--- src/rtl/vanilla_issue_scoreboard_pkg.sv ---
// Shared types for the vanilla ID-stage issue scoreboard.
// Clear-port numbering, decoded instruction and control bundles.
package bsg_vanilla_pkg;

    localparam int vanilla_sb_num_clear_ports_gp = 2;

    typedef enum logic [0:0] {
        e_sb_clear_remote,
        e_sb_clear_idiv
    } vanilla_sb_clear_port_e;

    typedef struct packed {
        logic [6:0] funct7;
        logic [4:0] rs2;
        logic [4:0] rs1;
        logic [2:0] funct3;
        logic [4:0] rd;
        logic [6:0] op;
    } instruction_s;

    typedef struct packed {
        logic read_rs1;
        logic read_rs2;
        logic write_rd;
        logic is_load_op;
        logic is_amo_op;
        logic is_lr_op;
        logic is_idiv_op;
    } decode_s;

    function automatic logic [1:0] vanilla_sb_popcount(
        input logic [vanilla_sb_num_clear_ports_gp-1:0] v
    );
        logic [1:0] n;
        n = '0;
        for (int i = 0; i < vanilla_sb_num_clear_ports_gp; i++) begin
            n = n + {1'b0, v[i]};
        end
        return n;
    endfunction

endpackage

--- src/rtl/vanilla_issue_scoreboard_if.sv ---
// ID-stage <-> scoreboard bundle: decoded instruction in, stall/status out.
// master = ID stage / writeback side, slave = scoreboard.
interface vanilla_issue_scoreboard_if #(
    parameter int els_p     = 32,
    parameter int max_out_p = 16
);
    import bsg_vanilla_pkg::*;

    localparam int id_w  = $clog2(els_p);
    localparam int cnt_w = $clog2(max_out_p + 1);
    localparam int np    = vanilla_sb_num_clear_ports_gp;

    logic                    v_i;
    instruction_s            instruction_i;
    decode_s                 decode_i;
    logic                    score_i;
    logic [np-1:0]           clear_v_i;
    logic [np-1:0][id_w-1:0] clear_id_i;
    logic                    dependency_o;
    logic                    long_op_o;
    logic [cnt_w-1:0]        out_count_o;
    logic                    empty_o;

    modport master (
        output v_i, instruction_i, decode_i, score_i,
        output clear_v_i, clear_id_i,
        input  dependency_o, long_op_o, out_count_o, empty_o
    );

    modport slave (
        input  v_i, instruction_i, decode_i, score_i,
        input  clear_v_i, clear_id_i,
        output dependency_o, long_op_o, out_count_o, empty_o
    );

endinterface

--- src/rtl/vanilla_sb_out_counter.sv ---
// Up/down count of outstanding long-latency ops: one increment and
// one decrement per clear port each cycle, clamped and checked.
module vanilla_sb_out_counter
    import bsg_vanilla_pkg::*;
#(
    parameter int max_out_p = 16,
    localparam int cnt_w    = $clog2(max_out_p + 1),
    localparam int np       = vanilla_sb_num_clear_ports_gp
) (
    input  logic             clk_i,
    input  logic             reset_i,
    input  logic             up_i,
    input  logic [np-1:0]    down_i,
    output logic [cnt_w-1:0] count_o
);

    logic [cnt_w-1:0] count_q, count_d;
    logic [cnt_w+1:0] up_sum, down_sum, diff;
    logic             under, over;

    always_comb begin
        up_sum   = (cnt_w+2)'(count_q) + (cnt_w+2)'(up_i);
        down_sum = (cnt_w+2)'(vanilla_sb_popcount(down_i));
        diff     = up_sum - down_sum;
        under    = down_sum > up_sum;
        over     = !under && (diff > (cnt_w+2)'(max_out_p));
        count_d  = cnt_w'(diff);
        if (under) count_d = '0;
        if (over)  count_d = cnt_w'(max_out_p);
    end

    always_ff @(posedge clk_i) begin
        if (reset_i) count_q <= '0;
        else         count_q <= count_d;
    end

    assign count_o = count_q;

`ifndef SYNTHESIS
    always_ff @(posedge clk_i) begin
        if (!reset_i) begin
            if (under) $error("vanilla_sb_out_counter: underflow");
            if (over)  $error("vanilla_sb_out_counter: overflow");
        end
    end
`endif

endmodule

--- src/rtl/vanilla_issue_scoreboard.sv ---
// ID-stage RAW/WAW scoreboard for long-latency integer ops.
// VANILLA_SB_CLEAR_BYPASS_EN: same-cycle clears hide pending bits from the stall.
module vanilla_issue_scoreboard
    import bsg_vanilla_pkg::*;
#(
    parameter int els_p     = 32,
    parameter int max_out_p = 16
) (
    input  logic                      clk_i,
    input  logic                      reset_i,
    vanilla_issue_scoreboard_if.slave sb_if
);

    localparam int id_w  = $clog2(els_p);
    localparam int cnt_w = $clog2(max_out_p + 1);
    localparam int np    = vanilla_sb_num_clear_ports_gp;

    logic [els_p-1:0] sb_q, sb_d, sb_eff, set_mask, clr_mask;
    logic [id_w-1:0]  rs1_id, rs2_id, rd_id;
    logic [cnt_w-1:0] out_count;
    logic             raw, waw, full, long_op, dep;
    logic             unused_instr;

    assign rs1_id = id_w'(sb_if.instruction_i.rs1);
    assign rs2_id = id_w'(sb_if.instruction_i.rs2);
    assign rd_id  = id_w'(sb_if.instruction_i.rd);

    assign unused_instr = ^{sb_if.instruction_i.funct7,
                            sb_if.instruction_i.funct3,
                            sb_if.instruction_i.op};

    always_comb begin
        set_mask = '0;
        clr_mask = '0;
        if (sb_if.score_i && sb_if.decode_i.write_rd && rd_id != '0)
            set_mask[rd_id] = 1'b1;
        for (int p = 0; p < np; p++) begin
            if (sb_if.clear_v_i[p]) clr_mask[sb_if.clear_id_i[p]] = 1'b1;
        end
    end

    // set beats clear; x0 can never be pending
    assign sb_d = ((sb_q & ~clr_mask) | set_mask) & {{(els_p-1){1'b1}}, 1'b0};

    always_ff @(posedge clk_i) begin
        if (reset_i) sb_q <= '0;
        else         sb_q <= sb_d;
    end

`ifdef VANILLA_SB_CLEAR_BYPASS_EN
    assign sb_eff = sb_q & ~clr_mask;
`else
    assign sb_eff = sb_q;
`endif

    vanilla_sb_out_counter #(
        .max_out_p (max_out_p)
    ) u_out_counter (
        .clk_i   (clk_i),
        .reset_i (reset_i),
        .up_i    (sb_if.score_i),
        .down_i  (sb_if.clear_v_i),
        .count_o (out_count)
    );

    assign long_op = sb_if.decode_i.is_load_op | sb_if.decode_i.is_amo_op
                   | sb_if.decode_i.is_lr_op   | sb_if.decode_i.is_idiv_op;

    assign raw  = (sb_if.decode_i.read_rs1 & sb_eff[rs1_id])
                | (sb_if.decode_i.read_rs2 & sb_eff[rs2_id]);
    assign waw  = sb_if.decode_i.write_rd & sb_eff[rd_id];
    assign full = long_op & (out_count == cnt_w'(max_out_p));
    assign dep  = sb_if.v_i & (raw | waw | full);

    assign sb_if.dependency_o = dep;
    assign sb_if.long_op_o    = long_op;
    assign sb_if.out_count_o  = out_count;
    assign sb_if.empty_o      = ~|sb_q & (out_count == '0);

`ifndef SYNTHESIS
    always_ff @(posedge clk_i) begin
        if (!reset_i) begin
            if (sb_if.score_i && dep)
                $error("vanilla_issue_scoreboard: score while stalled");
            for (int p = 0; p < np; p++) begin
                if (sb_if.clear_v_i[p] && sb_if.clear_id_i[p] != '0
                    && !sb_q[sb_if.clear_id_i[p]])
                    $error("vanilla_issue_scoreboard: clear of idle reg %0d",
                           sb_if.clear_id_i[p]);
            end
        end
    end
`endif

endmodule

--- src/flat_wrapper.sv ---
// flat-port wrapper written by rule: the top's interface ports become plain ports
module vanilla_issue_scoreboard_flat import bsg_vanilla_pkg::*;
#(
    parameter int els_p     = 32,
    parameter int max_out_p = 16
)
  (clk_i, reset_i, sb_if_v_i, sb_if_instruction_i, sb_if_decode_i, sb_if_score_i, sb_if_clear_v_i, sb_if_clear_id_i, sb_if_dependency_o, sb_if_long_op_o, sb_if_out_count_o, sb_if_empty_o);
  vanilla_issue_scoreboard_if #(.els_p(els_p), .max_out_p(max_out_p)) sb_if_i ();
  input  logic clk_i;
  input  logic reset_i;
  input wire logic [$bits(sb_if_i.v_i)-1:0] sb_if_v_i;
  input wire logic [$bits(sb_if_i.instruction_i)-1:0] sb_if_instruction_i;
  input wire logic [$bits(sb_if_i.decode_i)-1:0] sb_if_decode_i;
  input wire logic [$bits(sb_if_i.score_i)-1:0] sb_if_score_i;
  input wire logic [$bits(sb_if_i.clear_v_i)-1:0] sb_if_clear_v_i;
  input wire logic [$bits(sb_if_i.clear_id_i)-1:0] sb_if_clear_id_i;
  output wire logic [$bits(sb_if_i.dependency_o)-1:0] sb_if_dependency_o;
  output wire logic [$bits(sb_if_i.long_op_o)-1:0] sb_if_long_op_o;
  output wire logic [$bits(sb_if_i.out_count_o)-1:0] sb_if_out_count_o;
  output wire logic [$bits(sb_if_i.empty_o)-1:0] sb_if_empty_o;
  assign sb_if_i.v_i = sb_if_v_i;
  assign sb_if_i.instruction_i = sb_if_instruction_i;
  assign sb_if_i.decode_i = sb_if_decode_i;
  assign sb_if_i.score_i = sb_if_score_i;
  assign sb_if_i.clear_v_i = sb_if_clear_v_i;
  assign sb_if_i.clear_id_i = sb_if_clear_id_i;
  assign sb_if_dependency_o = sb_if_i.dependency_o;
  assign sb_if_long_op_o = sb_if_i.long_op_o;
  assign sb_if_out_count_o = sb_if_i.out_count_o;
  assign sb_if_empty_o = sb_if_i.empty_o;
  vanilla_issue_scoreboard #(.els_p(els_p), .max_out_p(max_out_p)) u_core (.clk_i(clk_i), .reset_i(reset_i), .sb_if(sb_if_i));
endmodule
--- config.mk ---
export PLATFORM = sky130hd
export DESIGN_NAME = vanilla_issue_scoreboard_flat
export DESIGN_NICKNAME = d
export VERILOG_FILES = /design/src/rtl/vanilla_issue_scoreboard_pkg.sv /design/src/rtl/vanilla_issue_scoreboard_if.sv /design/src/rtl/vanilla_sb_out_counter.sv /design/src/rtl/vanilla_issue_scoreboard.sv /design/src/flat_wrapper.sv
export SDC_FILE = /design/constraint.sdc
export NUM_CORES = 1
export LEC_CHECK = 0
export BUFFER_PORTS_ARGS = -buffer_cell sky130_fd_sc_hd__buf_2
export CAP_MARGIN = 0
export CORE_ASPECT_RATIO = 0.7
export CORE_MARGIN = 1
export CORE_UTILIZATION = 52
export CTS_CLUSTER_SIZE = 40
export DETAILED_ROUTE_END_ITERATION = 6
export PLACE_DENSITY = 0.88
export SKIP_CTS_REPAIR_TIMING = 1
export SLEW_MARGIN = 10
export SYNTH_ARGS = -nofsm -noshare
export SYNTH_HDL_FRONTEND = slang
export SYNTH_SLANG_ARGS = --single-unit
--- constraint.sdc ---
create_clock -name clk_i -period 6.4 [get_ports clk_i]
set_input_delay 0.32 -clock clk_i [delete_from_list [all_inputs] [get_ports clk_i]]
set_output_delay 0.32 -clock clk_i [all_outputs]
set_load 0.05 [all_outputs]
==> impl_metrics.toml, run 1 <==
[final_layout]
drive_gt1_frac = 0.184
final_common_cell = "a22oi_1"
fin_nets = 446
most-common-layout-cells = "a22oi_1, nor2_1, buf_2, dfxtp_1, nand2_1"
fin_area_um2 = 3270
syn_to_final_growth_pct = 11.7
n_antenna_cell = 0
finalNonFillerCells = 458

[floorplan]
initial_core_util = 0.548
die_h_um = 64.7
dieWidth_um = 91.6
row_count = 22
num_io_pins = 63
coreArea_um2 = 5340
fp.dieArea_um2 = 5930

[routing]
first_iter_violations = 473
ant_nets = 0
num_vias = 3217
vias_per_cell = 7.02
avgRoutedWirePerCell_um = 20.3
routed_wl_um = 9320
first_pass_iters = 7
drc = 0

[timing]
tightest_slew_ns = 1.15
fin_tns_setup_ns = 0
finalHoldViolCount = 0
max_freq_mhz = 375
fin_skew_ns = 0.00198
timing.final.crit_period_ns = 2.67
setup_violations = 0
rsz0062_at_grt = "false"
final_max_slew_viol_count = 0
fin_crit_sh = 0.417
slew_headroom = 0.226

[critical_path]
reg2reg_depth = 8
cp.required_ns = 6.63
end_kind = "register"
crit_path_start_kind = "register"
cp_max_fo = 4
crit_type = "register to register"
arrival_ns = 2.90

[synthesis]
synth_top_area_cell = "dfxtp_1"
syn-num-nets = 410
synthTopCellsByArea = "dfxtp_1, a22oi_1, mux4_2"
synth_enable_flop_cells = 0
async_reset_ff_frac = 0
synth_cell_type_count = 52
netlist_instances = 349
synth_top_family_by_area = "compound AO/OA/AOI/OAI gates"
yosysSeqAreaShare = 0.246
synth_compound_area_frac = 0.257
synth-simple-area-share = 0.253
synth_top_area_frac = 0.246
synthAdderAreaFrac = 0.0282
yosysWarnings = 0
synth_xor_xnor_area_share = 0.0150
syn_area_um2 = 2920
synth.mux.area_fraction = 0.161
synth_area_per_cell_um2 = 8.38
synth_ff_type = "dfxtp_1"
yosys_register_bits = 36

[pwr]
p_leak_nw = 1.24
p_per_area_nw_per_um2 = 245
finalPower_mw = 0.799
ir_drop_mv = 0.149

[hold_path]
hold_path_class = "primary input to register"
whs_path_depth = 3

[placement]
gp_congestion = 0.937
dpl_cell_area_um2 = 3160
portBuffers = 45
dp_hpwl_um = 7040
dp.cells = 450

[clocking]
cts_buffer_depth = 2
cts.sinks = 36
ctsHtreeMaxLevel = 2
cts_tree = "done"
clk_pin_slew_ns = 0.08
numCtsBuffers = 5
clock_latency_ns = 0.30
clockRootBuffer = "clkbuf_8"

[global_routing]
grt_pass1_vias = 2861
overflow = 0
antenna_found_initial = 0
grt_usage = 0.328
grt_max_degree = 34
grt_pass1_wl_um = 14800

[flow_run]
drv_cap = 0

[run_status]
outcome = "finished clean"
[layer usage]
metal	track usage	vias up	wire length, um
met5	0	-	0
met4	0.0476	0	93
met3	0.116	17	1350
met2	0.492	245	3900
met1	0.459	1515	3970
li1	-	1440	-
[kinds of logic (layout without fill, tap and decap cells)]
logic type | count (synthesis) | count (layout)
and+or+nand+nor | 143 | 143
DFF | 36 | 36
muxes | 32 | 32
xor gates and xnor gates | 5 | 5
buffers and inverters | 25 | 62
AOI/OAI and AO/OA | 102 | 102
adders and majority gates | 6 | 6
[worst max-delay path, stage by stage (launching register included)]
cell and delay, ns:
dfxtp_1 0.33, ha_1 0.24, ha_1 0.33, ha_1 0.31, a211oi_1 0.53, o2111ai_1 0.29, o211ai_1 0.15, o2111ai_1 0.24
nor2_1 0.18
[state kept, by name, indices dropped and copies added, names as in the netlist]
name	count
u_core.sb_eff	31
u_core.u_out_counter.count_o	5
[path summary, 6_finish.rpt]
| check | slack (ns) | end | from |
|---|---|---|---|
| max | 3.73 | u_core.u_out_counter.count_o[3] | u_core.u_out_counter.count_o[0] |
| min | 0.47 | u_core.sb_eff[3] | sb_if_instruction_i[8] |
| max reg2reg | 3.73 | u_core.u_out_counter.count_o[3] | u_core.u_out_counter.count_o[0] |
| min reg2reg | 0.63 | u_core.sb_eff[15] | u_core.sb_eff[15] |
[Yosys cell counts (2+ instances only)]
cell type / instances
a22oi_1: 60
nor2_1: 53
dfxtp_1: 36
nand2_1: 18
mux2i_1: 14
mux4_2: 10
nor3b_1: 10
nor4_1: 10
and3_1: 9
inv_1: 9
nor3_1: 9
a21oi_1: 8
clkbuf_1: 7
mux2_2: 7
nand2b_1: 6
nand3_1: 6
nor2b_1: 6
buf_2: 5
ha_1: 5
a32oi_1: 4
and3b_1: 4
o21ai_0: 4
o22ai_1: 4
xor2_1: 4
a211oi_1: 3
nand4b_1: 3
o2111ai_1: 3
o211ai_1: 3
a211o_1: 2
a311oi_1: 2
a31oi_1: 2
buf_4: 2
nand3b_1: 2
[per-stage QoR]
| stage | util | hold WS, ns | setup WS, ns |
|---|---|---|---|
| after global placement | 0.591 | 0.570 | 3.86 |
| final | 0.612 | 0.471 | 3.73 |
| after floorplan | - | 0.514 | 3.91 |
| after global routing | 0.612 | 0.485 | 3.60 |
| after detailed placement | 0.591 | 0.603 | 3.71 |
| after CTS | 0.612 | 0.460 | 3.79 |
[area by class of cell]
class	instances	area, um2
multi-input cells	288	2090
fillers	479	2070
flip-flops and latches	36	721
repair buffers	45	225
well taps	72	90.1
clock buffers	6	72.6
clock inverters	2	35.0
inverters	9	33.8
[power breakdown]
part	switching, mW	leakage, nW	internal [mW]
logic	0.228	0.897	0.107
clock network	0.0873	0.0552	0.116
registers	0.0231	0.291	0.238
total	0.338	1.24	0.461
Power figures use the tool's default switching activity.
==> run 2: changes to the inputs <==
Settings changed: ABC_AREA set to 1, PLACE_DENSITY 0.88 to 0.87.
Clock period 6.4 ns to 2.57 ns, I/O delays scaled along.
==> run 2 against run 1 <==
Effect of this change:
- global-route usage up 5.0 points
- clock-buffer cell count up 1
- die area up 8.1%
==> impl_metrics.toml, run 2 <==
[run_status]
outcome = "finished clean"

[global_routing]
grt_max_degree = 34
grt_pass1_wl_um = 17600
grt_usage = 0.378
antenna_found_initial = 0
grt_pass1_vias = 3458
overflow = 0

[synthesis]
yosysMostFrequentCell = "nand2_1"
synth_ff_type = "dfxtp_1"
synth_compound_area_frac = 0.152
syn_area_um2 = 3170
async_reset_ff_frac = 0
synthAdderAreaFrac = 0.0261
synth_top_area_cell = "dfxtp_1"
synth_commonest_cells = "nand2_1, nand3_1, inv_1"
yosys_register_bits = 36
yosysWarnings = 0
synth-simple-area-share = 0.475
synth_enable_flop_cells = 0
synth_top_family_by_area = "simple AND/OR/NAND/NOR gates"
synth_area_per_cell_um2 = 6.06
synth.mux.area_fraction = 0
netlist_instances = 523
yosysSeqAreaShare = 0.227
synth_xor_xnor_area_share = 0.0186
synth_top_area_frac = 0.227
syn-num-nets = 584
synthTopCellsByArea = "dfxtp_1, nand2_1, nand3_1"
synth_cell_type_count = 33

[critical_path]
cp_cell_sequence = "ha_1 > ha_1 > ha_1 > a21oi_1 > nand2_1 > xor2_1 > clkinv_1 > nand3_1 > nand3_2 > nand3_2 > nor2_1"
path_delay_family = "adder cells"
arrival_ns = 2.45
crit_buf_inv = 1
slowest_stage = "ha_1"
slowest_delay_ns = 0.33
rrSetupSlack_ns = 0.31
cp.required_ns = 2.76
cp_max_fo = 4
cp_common_cell = "ha_1"
end_kind = "register"
crit_type = "register to register"
crit_path_start_kind = "register"

[floorplan]
die_h_um = 67.3
initial_core_util = 0.548
row_count = 23
fp.dieArea_um2 = 6410
num_io_pins = 63
coreArea_um2 = 5780
dieWidth_um = 95.3

[final_layout]
fin_nets = 622
fin_util = 0.605
n_antenna_cell = 0
most-common-layout-cells = "nand2_1, nand3_1, inv_1, buf_2, a21oi_1"
drive_gt1_frac = 0.143
syn_to_final_growth_pct = 10.4
fill_cells = 592
final_common_cell = "nand2_1"
largest_reg_flops = 31

[timing]
slew_headroom = 0.468
max_freq_mhz = 443
setup_violations = 0
final_max_slew_viol_count = 0
timing.hold.ws_ns = 0.266
timing.final.crit_period_ns = 2.26
rsz0062_at_grt = "false"
finalHoldViolCount = 0
tightest_slew_ns = 0.795
fin_skew_ns = 0.00273
final.setup.worst_slack_ns = 0.310
fin_crit_sh = 0.879
fin_tns_setup_ns = 0

[routing]
vias_per_cell = 6.14
num_vias = 3905
avgRoutedWirePerCell_um = 18.1
routed_wl_um = 11500
met1Wirelength_um = 4570
top_layer_used = "met4"
first_iter_violations = 588
wl_met3_um = 1880
ant_nets = 0
drc = 0
wl_met2_um = 4680
first_pass_iters = 5

[hold_path]
hold_path_class = "primary input to register"

[pwr]
ir_drop_mv = 0.292
p_per_area_nw_per_um2 = 487
p_leak_nw = 1.55

[clocking]
cts_buffer_depth = 2
clockRootBuffer = "clkbuf_8"
clock_latency_ns = 0.29
cts.sinks = 36
cts_tree = "done"
numCtsBuffers = 5
ctsHtreeMaxLevel = 2
clk_pin_slew_ns = 0.07

[flow_run]
drv_cap = 0

[placement]
preCtsSetupSlack_ns = 0.359
portBuffers = 45
gp_congestion = 1.04
dp_hpwl_um = 8540
## run 2: cell types whose count changed after synthesis, moves of 9 or more
cell     change
nand3_1     +83
mux2i_1     -14
nor3b_1     -10
a221o_1     +22
nor2_1      -30
mux4_2      -10
nor3_2       +9
a21oi_1     +29
a22oi_1     -60
inv_1       +39
nor3_1      +11
nand2_1    +152
## run 2: area by class of cell
cell class	count	area [um2]	area share
clock buffer	7	96.3	0.0275
inverter	56	210	0.0601
multi-input combinational	414	2130	0.609
sequential	36	721	0.206
tap	75	93.8	0.0268
timing repair buffer	48	248	0.0708
## run 2: worst paths after layout
check / from / end / cells after the start
worst min-delay path: sb_if_instruction_i[11] / u_core.sb_eff[7] / 4
worst max-delay path: u_core.u_out_counter.count_o[0] / u_core.u_out_counter.count_o[1] / 11
worst min register to register: u_core.sb_eff[29] / u_core.sb_eff[29] / 2
worst max register to register: u_core.u_out_counter.count_o[0] / u_core.u_out_counter.count_o[1] / 11
## run 2: worst register-to-register path, stage by stage (launching register included)
cell      delay [ns]
dfxtp_1         0.32
ha_1            0.22
ha_1            0.33
ha_1            0.32
a21oi_1         0.26
nand2_1         0.10
xor2_1          0.18
clkinv_1        0.10
nand3_1         0.09
nand3_2         0.07
nand3_2         0.11
nor2_1          0.05
## run 2: where the power goes
group / internal [mW] / total [mW] / switching, mW / leakage, nW
Clock: 0.239 / 0.455 / 0.216 / 0.0503
Sequential: 0.579 / 0.610 / 0.0309 / 0.291
Combinational: 0.188 / 0.638 / 0.450 / 1.21
## run 2: cell families (layout without fill, tap and decap cells)
kind of cell | count (synthesis) | in the layout
compound gates | 71 | 71
xor+xnor | 5 | 5
fa+ha+maj | 6 | 6
buf+inv | 73 | 111
flops | 36 | 36
simple gates | 332 | 332
## run 2: routing by layer
| layer | vias to the layer above | GRT usage |
|---|---|---|
| li1 | 1861 | - |
| met1 | 1729 | 0.502 |
| met2 | 269 | 0.540 |
| met3 | 46 | 0.158 |
| met4 | 0 | 0.140 |
| met5 | - | 0 |
## run 2: through the flow
| stage | instances | power, mW | cell area, um2 |
|---|---|---|---|
| 5_1_grt | 636 | 1.79 | 3500 |
| 4_1_cts | 636 | 1.69 | 3500 |
| 2_1_floorplan | 523 | 1.08 | 3170 |
| 3_3_place_gp | 629 | 1.22 | 3400 |
| 6_report | 636 | 1.70 | 3500 |
| 3_5_place_dp | 629 | 1.24 | 3400 |
